[src/rtl/blink_driver.sv]
// Purpose: turn the upstream one-hot blink rate into a square-wave LED drive plus a per-edge pulse.
// Latency: one cycle from en/rate sampled at a clock edge to led/toggle/rate_idx (all registered).
// Backpressure: none; en is a level enable and rate is only latched at phase boundaries.
module blink_driver #(
  parameter int BASE_HALF = 2,
  parameter int CNT_W     = 8
) (
  input  logic       clk,
  input  logic       rst,
  input  logic       en,
  input  logic [3:0] rate,
  output logic       led,
  output logic       toggle,
  output logic [1:0] rate_idx
);

  typedef enum logic [1:0] {
    IDLE = 2'd0,
    ON   = 2'd1,
    OFF  = 2'd2
  } state_e;

  state_e           state_q, state_d;
  logic [CNT_W-1:0] cnt_q, cnt_d;
  logic [1:0]       idx_q, idx_d;
  logic             led_q, led_d;
  logic             tog_q, tog_d;

  logic             rate_vld;
  logic [1:0]       rate_dec;
  logic [CNT_W-1:0] half_m1;
  logic             phase_end;

  // Highest set bit wins, so a multi-bit code from the shifter picks the fastest rate present.
  always_comb begin
    rate_vld = |rate;
    if (rate[3])      rate_dec = 2'd3;
    else if (rate[2]) rate_dec = 2'd2;
    else if (rate[1]) rate_dec = 2'd1;
    else              rate_dec = 2'd0;
  end

  // Last count of the current phase, taken from the rate latched at the phase start.
  always_comb begin
    case (idx_q)
      2'd0:    half_m1 = CNT_W'(BASE_HALF * 8 - 1);
      2'd1:    half_m1 = CNT_W'(BASE_HALF * 4 - 1);
      2'd2:    half_m1 = CNT_W'(BASE_HALF * 2 - 1);
      default: half_m1 = CNT_W'(BASE_HALF - 1);
    endcase
    phase_end = (cnt_q == half_m1);
  end

  // Next state: enter ON from IDLE, flip ON<->OFF at phase end, drop to IDLE on disable or bad rate.
  always_comb begin
    state_d = state_q;
    cnt_d   = cnt_q;
    idx_d   = idx_q;
    led_d   = led_q;
    tog_d   = 1'b0;
    case (state_q)
      IDLE: begin
        cnt_d = '0;
        led_d = 1'b0;
        if (en && rate_vld) begin
          // No toggle on entry: toggle marks ON<->OFF edges only.
          state_d = ON;
          idx_d   = rate_dec;
          led_d   = 1'b1;
        end
      end
      ON, OFF: begin
        if (!en) begin
          // Phase position is discarded; re-enable starts a full ON phase.
          state_d = IDLE;
          cnt_d   = '0;
          led_d   = 1'b0;
        end else if (phase_end) begin
          cnt_d = '0;
          if (rate_vld) begin
            state_d = (state_q == ON) ? OFF : ON;
            idx_d   = rate_dec;
            led_d   = ~led_q;
            tog_d   = 1'b1;
          end else begin
            // Invalid rate only takes effect here, so the running phase is never cut short.
            state_d = IDLE;
            led_d   = 1'b0;
          end
        end else begin
          cnt_d = cnt_q + CNT_W'(1);
        end
      end
      default: begin
        state_d = IDLE;
        cnt_d   = '0;
        led_d   = 1'b0;
      end
    endcase
  end

  // State and output registers; synchronous active-low reset also clears the latched rate.
  always_ff @(posedge clk) begin
    if (!rst) begin
      state_q <= IDLE;
      cnt_q   <= '0;
      idx_q   <= 2'd0;
      led_q   <= 1'b0;
      tog_q   <= 1'b0;
    end else begin
      state_q <= state_d;
      cnt_q   <= cnt_d;
      idx_q   <= idx_d;
      led_q   <= led_d;
      tog_q   <= tog_d;
    end
  end

  assign led      = led_q;
  assign toggle   = tog_q;
  assign rate_idx = idx_q;

endmodule

[config.mk]
export PLATFORM = sky130hd
export DESIGN_NAME = blink_driver
export DESIGN_NICKNAME = d
export VERILOG_FILES = /design/src/rtl/blink_driver.sv
export SDC_FILE = /design/constraint.sdc
export NUM_CORES = 1
export LEC_CHECK = 0
export CORE_UTILIZATION = 52
export CTS_CLUSTER_SIZE = 20
export DETAILED_ROUTE_END_ITERATION = 16
export HOLD_SLACK_MARGIN = 0.1
export PLACE_DENSITY = 0.78
export SLEW_MARGIN = 20
export SYNTH_ARGS = -nofsm -noshare
export SYNTH_HDL_FRONTEND = slang
export SYNTH_SLANG_ARGS = --single-unit
[constraint.sdc]
create_clock -name clk -period 2.3 [get_ports clk]
set_clock_uncertainty 0.15 [all_clocks]
set_input_delay 0.345 -clock clk [delete_from_list [all_inputs] [get_ports clk]]
set_output_delay 0.345 -clock clk [all_outputs]
set_load 0.1 [all_outputs]
==> results.toml, run 1 <==
[setup_path]
critPathLaunchType = "flip-flop"
worstPathCellList = "inv_1 > ha_1 > and2_1 > nand2_1 > or3_1 > o211ai_1"
cp.required_ns = 2.36
crit_start = "state_q[0]"
crit_path_end_kind = "flip-flop"
critical_path_cell_count = 6
timing.critical_path.buf_inv = 1
timing.reg2reg.worst_path_depth = 6
r2r-start = "state_q[0]"
worst-path-max-fanout = 8
criticalPathCategory = "reg2reg"
timing.critical_path.slowest_stage_cell = "sky130_fd_sc_hd__ha_1"
worst_path_dominant_cell_family = "simple AND/OR/NAND/NOR gates"
highest_cell_delay_on_the_worst_timing_path_ns = 0.43
worstPathArrival_ns = 1.99

[yosys]
synth_area_um2 = 815
ys_ff_latch = 14
netlist-cell-type-count = 33
synth_seq_area_share = 0.344
post_synth_main_area_contributors = "sky130_fd_sc_hd__dfxtp_1 (34%), sky130_fd_sc_hd__ha_1 (6.1%), sky130_fd_sc_hd__nor2_1 (6.0%)"
share_of_the_synthesized_area_in_the_top_cell_type = 0.344
synthesis.nets = 109
syn-mean-instance-area_um2 = 8.31
leading_area_contributor_after_synthesis = "sky130_fd_sc_hd__dfxtp_1"
postSynthCellCount = 98
ys_warn_count = 0

[power_and_ir_drop]
peakVddDrop_mv = 0.550
power_density_mw_per_mm2 = 804
leakage_nw = 0.423

[placed_design]
hpwl_um = 1240
gp_routability_congestion = 0.830
placed_area_um2 = 923
port-buffer-count = 10

[clocking]
postCtsSetupRepairBufs = 0
tritoncts = "done"
cts.sink_count = 14
postCtsHoldBufs = 0
ctsRootBufferMaster = "sky130_fd_sc_hd__clkbuf_4"
clkSlewWorstSetupHoldPaths_ns = 0.09
postCtsResizedCells = 0
clock_insertion_delay_worst_skew_ns = 0.29
clockBufferDepth = 2
cts-htree-levels = 1
clock_buffers_created_by_tritoncts = 3

[sta]
tightest_slew_ns = 0.394
max_freq_mhz = 517
finalSetupTns_ns = 0
final-hold-violation-count = 0
slew_headroom = 0.734
post-route-min-period_ns = 1.93
min_period_over_period = 0.841
slew_violations = 0
timing.final.setup_violations = 0
rsz0062_at_grt = "false"

[drt]
route.detailed.drc = 0
route.final.wire_length_um = 1640
detail-route-antenna-nets = 0
number_of_search_and_repair_iterations_in_the_first_detailed_routing_pass = 4
num_vias = 721
avgViaCountPerCell = 5.68
detail_route.iter0.violations = 31
average_detailed_routed_wire_length_per_instance_um = 12.9

[layout]
postLayoutCellArea_um2 = 960
final_net_count = 124
drive_gt1_frac = 0.125
syn_to_final_growth_pct = 17.8
antenna_cells_inserted = 0
fillers = 109

[global_routing]
busiest_layer = "met1"
globalRouteOverflowTotal = 0
global_route.usage.met3 = 0.0391
grt_pass1_wl_um = 2930
grt_util_met1 = 0.325
vias_in_the_first_global_route = 656
grt_start_max_net_pins = 9
grt.met2_usage = 0.300
antenna_found_initial = 0
grt_use_total = 0.217

[hold_path]
timing.hold.worst.start = "led"
class_of_the_worst_hold_path = "reg2reg"
number_of_stages_on_the_worst_hold_path = 2

[die]
cell_rows = 13
dieArea_mm2 = 0.00173
initial_core_util = 0.589
die_height_um = 41.6
die_w_um = 41.6
ios = 11
fp.coreArea_mm2 = 0.00138

[job]
max_cap_viol_count = 0

[outcome]
status = "complete, no violations"
-- worst min-delay path: cells and delay by family, from the launching register on --
family             cells  cell delay, ns
DFF                    1            0.34
AOI/OAI and AO/OA      1            0.07
and+or+nand+nor        1            0.05
-- Yosys cell counts --
master,count
sky130_fd_sc_hd__xnor2_1,2
sky130_fd_sc_hd__nand2_1,8
sky130_fd_sc_hd__o2111ai_1,2
sky130_fd_sc_hd__or3_1,1
sky130_fd_sc_hd__a21bo_2,1
sky130_fd_sc_hd__a22o_1,2
sky130_fd_sc_hd__o211ai_1,2
sky130_fd_sc_hd__and2_2,1
sky130_fd_sc_hd__and4bb_1,1
sky130_fd_sc_hd__xor2_1,5
sky130_fd_sc_hd__nor3b_1,1
sky130_fd_sc_hd__nand4_1,3
sky130_fd_sc_hd__clkbuf_1,1
sky130_fd_sc_hd__nor4_1,2
sky130_fd_sc_hd__and2b_2,1
sky130_fd_sc_hd__dfxtp_1,14
sky130_fd_sc_hd__a21o_1,2
sky130_fd_sc_hd__or2_1,1
sky130_fd_sc_hd__buf_6,1
sky130_fd_sc_hd__and3_1,3
sky130_fd_sc_hd__nor4_2,1
sky130_fd_sc_hd__nand2b_1,1
sky130_fd_sc_hd__o21bai_1,1
sky130_fd_sc_hd__ha_1,4
sky130_fd_sc_hd__o211a_1,2
sky130_fd_sc_hd__inv_1,6
sky130_fd_sc_hd__o41ai_1,1
sky130_fd_sc_hd__nor3_1,3
sky130_fd_sc_hd__a21oi_1,4
sky130_fd_sc_hd__and2_1,2
sky130_fd_sc_hd__nand3_1,1
sky130_fd_sc_hd__nor2_1,13
sky130_fd_sc_hd__o21ai_0,5
-- metal layers --
layer / up-vias / wire length [um]
met1: 330 / 891
met2: 10 / 680
met5: - / 0
met4: 0 / 34
li1: 376 / -
met3: 5 / 34
-- final cells by class --
| class | count | area (um^2) | share of cell area |
|---|---|---|---|
| Multi-Input combinational cell | 76 | 497 | 0.518 |
| Timing Repair Buffer | 12 | 105 | 0.110 |
| Clock buffer | 4 | 36.3 | 0.0378 |
| Sequential cell | 14 | 280 | 0.292 |
| Tap cell | 15 | 18.8 | 0.0196 |
| Inverter | 6 | 22.5 | 0.0235 |
-- power breakdown --
| part | internal, mW | switching (mW) |
|---|---|---|
| registers | 0.266 | 0.0321 |
| logic | 0.0949 | 0.194 |
| clock network | 0.0964 | 0.0881 |
| total | 0.457 | 0.314 |
-- kinds of logic (layout without fill, tap and decap cells) --
kind of cell    after synthesis  in the layout  share of synthesized area
flops                        14             14                      0.344
xor+xnor                      7              7                     0.0753
buf+inv                       8             22                     0.0461
fa+ha+maj                     4              4                     0.0614
compound gates               22             22                      0.192
simple gates                 43             43                      0.281
-- flip-flops by register name, indices dropped and copies added (netlist names) --
name / count
rate_idx: 2
toggle: 1
led: 1
cnt_q: 8
state_q: 2
-- metrics by stage --
stage	hold slack (ns)	utilization	setup WS [ns]	power [mW]	cells
2_1_floorplan	0.299	-	0.0151	0.522	98
3_3_place_gp	0.320	0.668	0.160	0.581	123
3_5_place_dp	0.324	0.668	0.137	0.589	123
4_1_cts	0.347	0.694	0.358	0.772	127
5_1_grt	0.378	0.694	0.161	0.814	127
6_report	0.358	0.694	0.366	0.771	127
-- path summary, 6_finish.rpt --
check / end / slack [ns]
worst max register to register: rate_idx[1] / 0.37
worst max-delay path: rate_idx[1] / 0.37
worst min-delay path: led / 0.36
worst min register to register: led / 0.36
-- placed cells by master (no fill, tap or decap), drive strengths merged, types with 2 or more instances in the layout --
| cell | n |
|---|---|
| o2111ai | 2 |
| dfxtp | 14 |
| xnor2 | 2 |
| a21oi | 4 |
| o21ai | 5 |
| nor4 | 3 |
| and3 | 3 |
| xor2 | 5 |
| nor2 | 13 |
| o211ai | 2 |
| clkdlybuf4s50 | 6 |
| ha | 4 |
| inv | 6 |
| nand4 | 3 |
| o211a | 2 |
| a22o | 2 |
| buf | 6 |
| and2 | 3 |
| clkbuf | 4 |
| a21o | 2 |
| nor3 | 3 |
| nand2 | 8 |
(Power assumes the default switching activity.)
==> run 2: changes to the inputs <==
- CORE_UTILIZATION: 52 -> 47
- PLACE_DENSITY: 0.78 -> 0.75
- clock period: 2.3 -> 1.6 ns (I/O delays scaled with it)
==> results.toml, run 2 (synthesis gave the netlist of run 1 again) <==
[sta]
rsz0062_at_grt = "true"
timing.final.setup_violations = 14
min_period_over_period = 1.07
max_freq_mhz = 584
slew_headroom = 0.822
post-route-min-period_ns = 1.71
setup_slack_ns = -0.112
tightest_slew_ns = 0.265
slew_violations = 0
final-hold-violation-count = 0
holdWs_ns = 0.285

[job]
max_cap_viol_count = 0

[die]
fp.coreArea_mm2 = 0.00156
initial_core_util = 0.522
die_w_um = 43.6
die_height_um = 43.6
dieArea_mm2 = 0.00190
cell_rows = 14
ios = 11

[clocking]
cts-htree-levels = 1
clock_insertion_delay_worst_skew_ns = 0.29
ctsRootBufferMaster = "sky130_fd_sc_hd__clkbuf_4"
postCtsHoldBufs = 0
cts.sink_count = 14
clockBufferDepth = 2
tritoncts = "done"
clock_buffers_created_by_tritoncts = 3
clkSlewWorstSetupHoldPaths_ns = 0.09

[drt]
average_detailed_routed_wire_length_per_instance_um = 14.0
num_vias = 883
detail-route-antenna-nets = 0
route.final.wire_length_um = 2140
avgViaCountPerCell = 5.81
detail_route.iter0.violations = 33
number_of_search_and_repair_iterations_in_the_first_detailed_routing_pass = 11
route.detailed.drc = 2

[layout]
final_net_count = 148
instances_no_fill = 152
fillers = 91
finalCoreUtilization = 0.839
final_common_cell = "sky130_fd_sc_hd__buf_4"
drive_gt1_frac = 0.478
largest_register = "cnt_q"
commonest_cells_after_routing_fill_and_taps_aside = "sky130_fd_sc_hd__buf_4 (26), sky130_fd_sc_hd__nand2_1 (7), sky130_fd_sc_hd__nor2_2 (7), sky130_fd_sc_hd__dfxtp_1 (7), sky130_fd_sc_hd__nor2_1 (6)"
syn_to_final_growth_pct = 60.5
number_of_flip_flops_in_the_largest_register = 8
antenna_cells_inserted = 0

[placed_design]
hpwl_um = 1500
dp_cells = 145
port-buffer-count = 10
gp_routability_congestion = 0.793

[hold_path]
timing.hold.worst.start = "rate[0]"
timing.hold.worst_endpoint = "toggle"
class_of_the_worst_hold_path = "in2reg"
number_of_stages_on_the_worst_hold_path = 4

[setup_path]
critPathLaunchType = "flip-flop"
worstReg2RegEnd = "rate_idx[0]"
crit_path_end_kind = "flip-flop"
rrSetupSlack_ns = -0.11
criticalPathCategory = "reg2reg"
worst-path-max-fanout = 3
timing.reg2reg.worst_path_depth = 6
r2r-start = "state_q[1]"
worstPathArrival_ns = 1.75
cp.required_ns = 1.64

[global_routing]
vias_in_the_first_global_route = 815
grt_pass1_wl_um = 3500
antenna_found_initial = 0
grt_start_max_net_pins = 9
globalRouteOverflowTotal = 0
grt_use_total = 0.249

[power_and_ir_drop]
total_power_mw = 1.34
power_density_mw_per_mm2 = 1020
leakage_nw = 0.599
peakVddDrop_mv = 0.748

[outcome]
failed_checks = "design-rule violations, negative setup slack"
status = "complete, but fails checks"
-- run 2: changes by cell type in the layout (fill, tap and decap cells not counted), moves of 4 or more --
| cell | delta |
|---|---|
| sky130_fd_sc_hd__nor2_1 | -7 |
| sky130_fd_sc_hd__dfxtp_2 | +5 |
| sky130_fd_sc_hd__buf_12 | +4 |
| sky130_fd_sc_hd__nor2_2 | +7 |
| sky130_fd_sc_hd__dfxtp_1 | -7 |
| sky130_fd_sc_hd__buf_4 | +20 |
-- run 2: worst max-delay path, cell delays in order, from the launching register on --
cell and delay (ns):
sky130_fd_sc_hd__dfxtp_2 0.35, sky130_fd_sc_hd__inv_2 0.06, sky130_fd_sc_hd__ha_4 0.26, sky130_fd_sc_hd__and2_4 0.14, sky130_fd_sc_hd__nand2_4 0.05, sky130_fd_sc_hd__or3_4 0.41
sky130_fd_sc_hd__o211ai_1 0.20
-- run 2: stage by stage --
stage	instance area, um^2	setup TNS, ns	setup WS [ns]
4_1_cts	1230	-0.252	-0.0804
2_1_floorplan	860	-0.899	-0.101
3_5_place_dp	1170	-2.01	-0.397
3_3_place_gp	1170	-1.94	-0.382
6_report	1310	-0.833	-0.112
5_1_grt	1310	-1.64	-0.189
-- run 2: report_power, final --
part | total [mW] | internal [mW] | switching (mW)
registers | 0.429 | 0.392 | 0.0366
clock network | 0.260 | 0.139 | 0.122
logic | 0.647 | 0.294 | 0.353
-- run 2: area by class of cell --
class                           instances  area [um^2]  share of cell area
Tap cell                               16         20.0              0.0153
Timing Repair Buffer                   36          340               0.260
Sequential cell                        14          294               0.225
Multi-Input combinational cell         76          594               0.455
Clock buffer                            4         36.3              0.0278
Inverter                                6         22.5              0.0172
-- run 2: worst max-delay path by stage --
stage / from / endpoint / slack [ns] / cells past startpoint
4_1_cts: state_q[1] / rate_idx[0] / -0.08 / 6
2_1_floorplan: state_q[0] / rate_idx[0] / -0.10 / 7
3_3_place_gp: rate[2] / state_q[1] / -0.38 / 7
3_5_place_dp: rate[2] / state_q[0] / -0.40 / 7
6_report: state_q[1] / rate_idx[0] / -0.11 / 6
5_1_grt: state_q[1] / rate_idx[0] / -0.19 / 6
-- run 2: per-layer routing --
layer  share of wire  up-vias  GRT usage
met5               0        -          0
met3           0.055        4     0.0625
li1                -      427          -
met4          0.0098        0      0.125
met1            0.45      416      0.316
met2            0.48       36      0.391
-- run 2: timing repair --
action                     CTS  global route
setup endpoints to repair   13            14
gates resized for setup      6            16
pin swaps                    0             3
setup buffers                0             3
==> edit (config.mk and constraints of run 2) <==
Change the parameter `CNT_W` from 8 to 9.
--- a/src/rtl/blink_driver.sv
+++ b/src/rtl/blink_driver.sv
@@ -4,5 +4,5 @@
 module blink_driver #(
   parameter int BASE_HALF = 2,
-  parameter int CNT_W     = 8
+  parameter int CNT_W     = 9
 ) (
   input  logic       clk,
Behaviour: no difference found for any inputs over 10 cycles, from zero or initial values and one cycle with rst low; that may be too few to reach the edited logic, so the function may still have changed.
==> edit against run 2 <==
  * The run ends with setup timing left
  * Routed wire length shrank 5.9%
  * Count of clock-buffer cells in the layout stayed put
  * Sequential cell count grew 1
  * Highest routed layer unchanged
  * Via count fell by 5.5%
  * Design area is 7.1% lower
  * Maximum frequency fell by 11%
  * Power decreased by 7.9%
  * Global-route usage fell by 1.7 points
  * Sequential share of layout area is 2.9 points higher
  * Hold slack better by 62 ps
  * Setup slack got worse by 220 ps
  * Area after synthesis down 1.7%
  * Final cell count decreased by 2.0%
==> edit: results (changes against run 2) <==
Synthesis
  • Synth Warn #: 0 (unchanged)
  • Post-synthesis sequential area ratio: 37.5% (+3.1 points)
  • Post-synth ARST share: 0% (unchanged)
  • Commonest cells in the synthesized netlist: nor2_1 (17), dfxtp_1 (15), nand2_1 (10), inv_1 (8), xor2_1 (6)
  • Yosys cell types: 29 (-12%)
  • Ys flop type: dfxtp_1
  • Synth area leaders: dfxtp_1 (38%), nor2_1 (8.0%), xor2_1 (6.6%)
  • Syn nets: 107 (-1.8%)

Clocking
  • Bufs on Longest Clock Path: 2 (unchanged)
  • Clock root buffer: clkbuf_4
  • Reg clk slew, reported paths: 80 ps
  • Total CTS buffers: 3 (unchanged)
  • H-tree Lvls: 1 (unchanged)
  • Skew-Pair Late Insertion Delay: 290 ps (about the same)

Power and ir drop
  • Pint: 0.750 mW (-9.1%)
  • Combinational power share: 47.4% (-1.0 points)
  • Maximum VDD drop: 0.770 mV (+2.9%)
  • P_clk: 0.218 mW (-16%)
  • Leakage power: 0.495 nW (-17%)

Timing
  • Finish-stage setup viols: 15 (+1)
  • Crit share post-route: 121% (+14 points)
  • Worst-margin pin slew: 393 ps (+128 ps)
  • Final worst slack: -333 ps (-221 ps)
  • Final setup TNS: -3940 ps (-3100 ps)

Worst setup path
  • CP max stage delay: 540 ps (+130 ps)
  • Critical Path AT: 1990 ps (+240 ps)
  • CP max FO: 3 (unchanged)
  • Slowest library cell on the worst path: or4_4

Finish
  • Number of flip-flops under the largest register name: 9 (+1)
  • Fillers: 102 (+12%)
  • Diode count: 0 (unchanged)
  • Most flops, register: cnt_q
  • Share of layout cells above drive strength 1: 36.8% (-11 points)
  • Nets: 145 (-2.0%)

Place
  • Hpwl dp: 1.44 mm (-3.4%)
  • Area of placed instances: 1150 sq um (-1.6%)
  • GPL Wtd Cong: 0.885 (+12%)

Global route
  • Total track usage: 23.2% (-1.7 points)
  • Vias in the first global route: 783 (-3.9%)
  • First-pass GRT wire length: 3.26 mm (-6.7%)
  • Largest net degree at the start of global routing: 10 (+1)
  • Antenna violations before repair: 0 (unchanged)

Outcome
  • Status: complete, but fails checks
  • Failing checks: setup timing

Drt
  • Number of DRC violations after detailed-routing iteration 0: 32 (-3.0%)
  • Routed len/inst: 13.5 um (-4.1%)
  • Via count: 834 (-5.5%)
  • Detailed Routing Iterations Pass 1: 4 (-7)

Hold path
  • Hold Crit Class: flip-flop to flip-flop
==> edit: final cells by class <==
class / count / area share (%)
flip-flops and latches: 15 / 25.4
repair buffers: 34 / 26.4
multi-input cells: 72 / 41.9
clock buffers: 4 / 2.16
well taps: 16 / 1.65
inverters: 8 / 2.47
==> edit: cell families after synthesis <==
logic type               count (synthesis)  share of synthesized area, %
buffers and inverters                    9                          4.37
XOR/XNOR                                 7                          7.66
adder cells (fa/ha/maj)                  4                          6.25
AO/OA/AOI/OAI                           16                          14.1
multiplexers                             2                          2.50
flip-flops                              15                          37.5
AND/OR/NAND/NOR                         43                          27.7
==> edit: worst paths after layout <==
check	start	to	slack (ps)	depth (start not counted)
setup / recovery	cnt_q[4]$_SDFF_PP0_	led$_SDFFE_PN0P_	-330	5
hold / removal	state_q[1]$_SDFFE_PN0P_	state_q[1]$_SDFFE_PN0P_	350	2
setup reg to reg	cnt_q[4]$_SDFF_PP0_	led$_SDFFE_PN0P_	-330	5
hold reg to reg	state_q[1]$_SDFFE_PN0P_	state_q[1]$_SDFFE_PN0P_	350	2
==> edit: per-stage QoR <==
step / setup WS (ps) / total power [mW] / util [%] / instances
after floorplan: -287 / 0.762 / - / 96
after global placement: -319 / 0.969 / 74.5 / 144
after detailed placement: -375 / 0.987 / 74.5 / 144
after CTS: -337 / 1.21 / 76.8 / 148
after global routing: -443 / 1.30 / 78.8 / 149
final: -333 / 1.23 / 78.8 / 149
==> edit: timing repair <==
action | CTS | global route
setup buffers | 0 | 1
setup endpoints to repair | 15 | 15
pin swaps | 1 | 3
gates resized for setup | 2 | 5
==> edit: layer usage <==
layer,up-vias,routed length (um),global-route usage [%]
li1,405,-,-
met1,389,873,28.4
met2,34,1010,38.2
met3,6,97,6.81
met4,0,29,8.48
met5,-,0,0
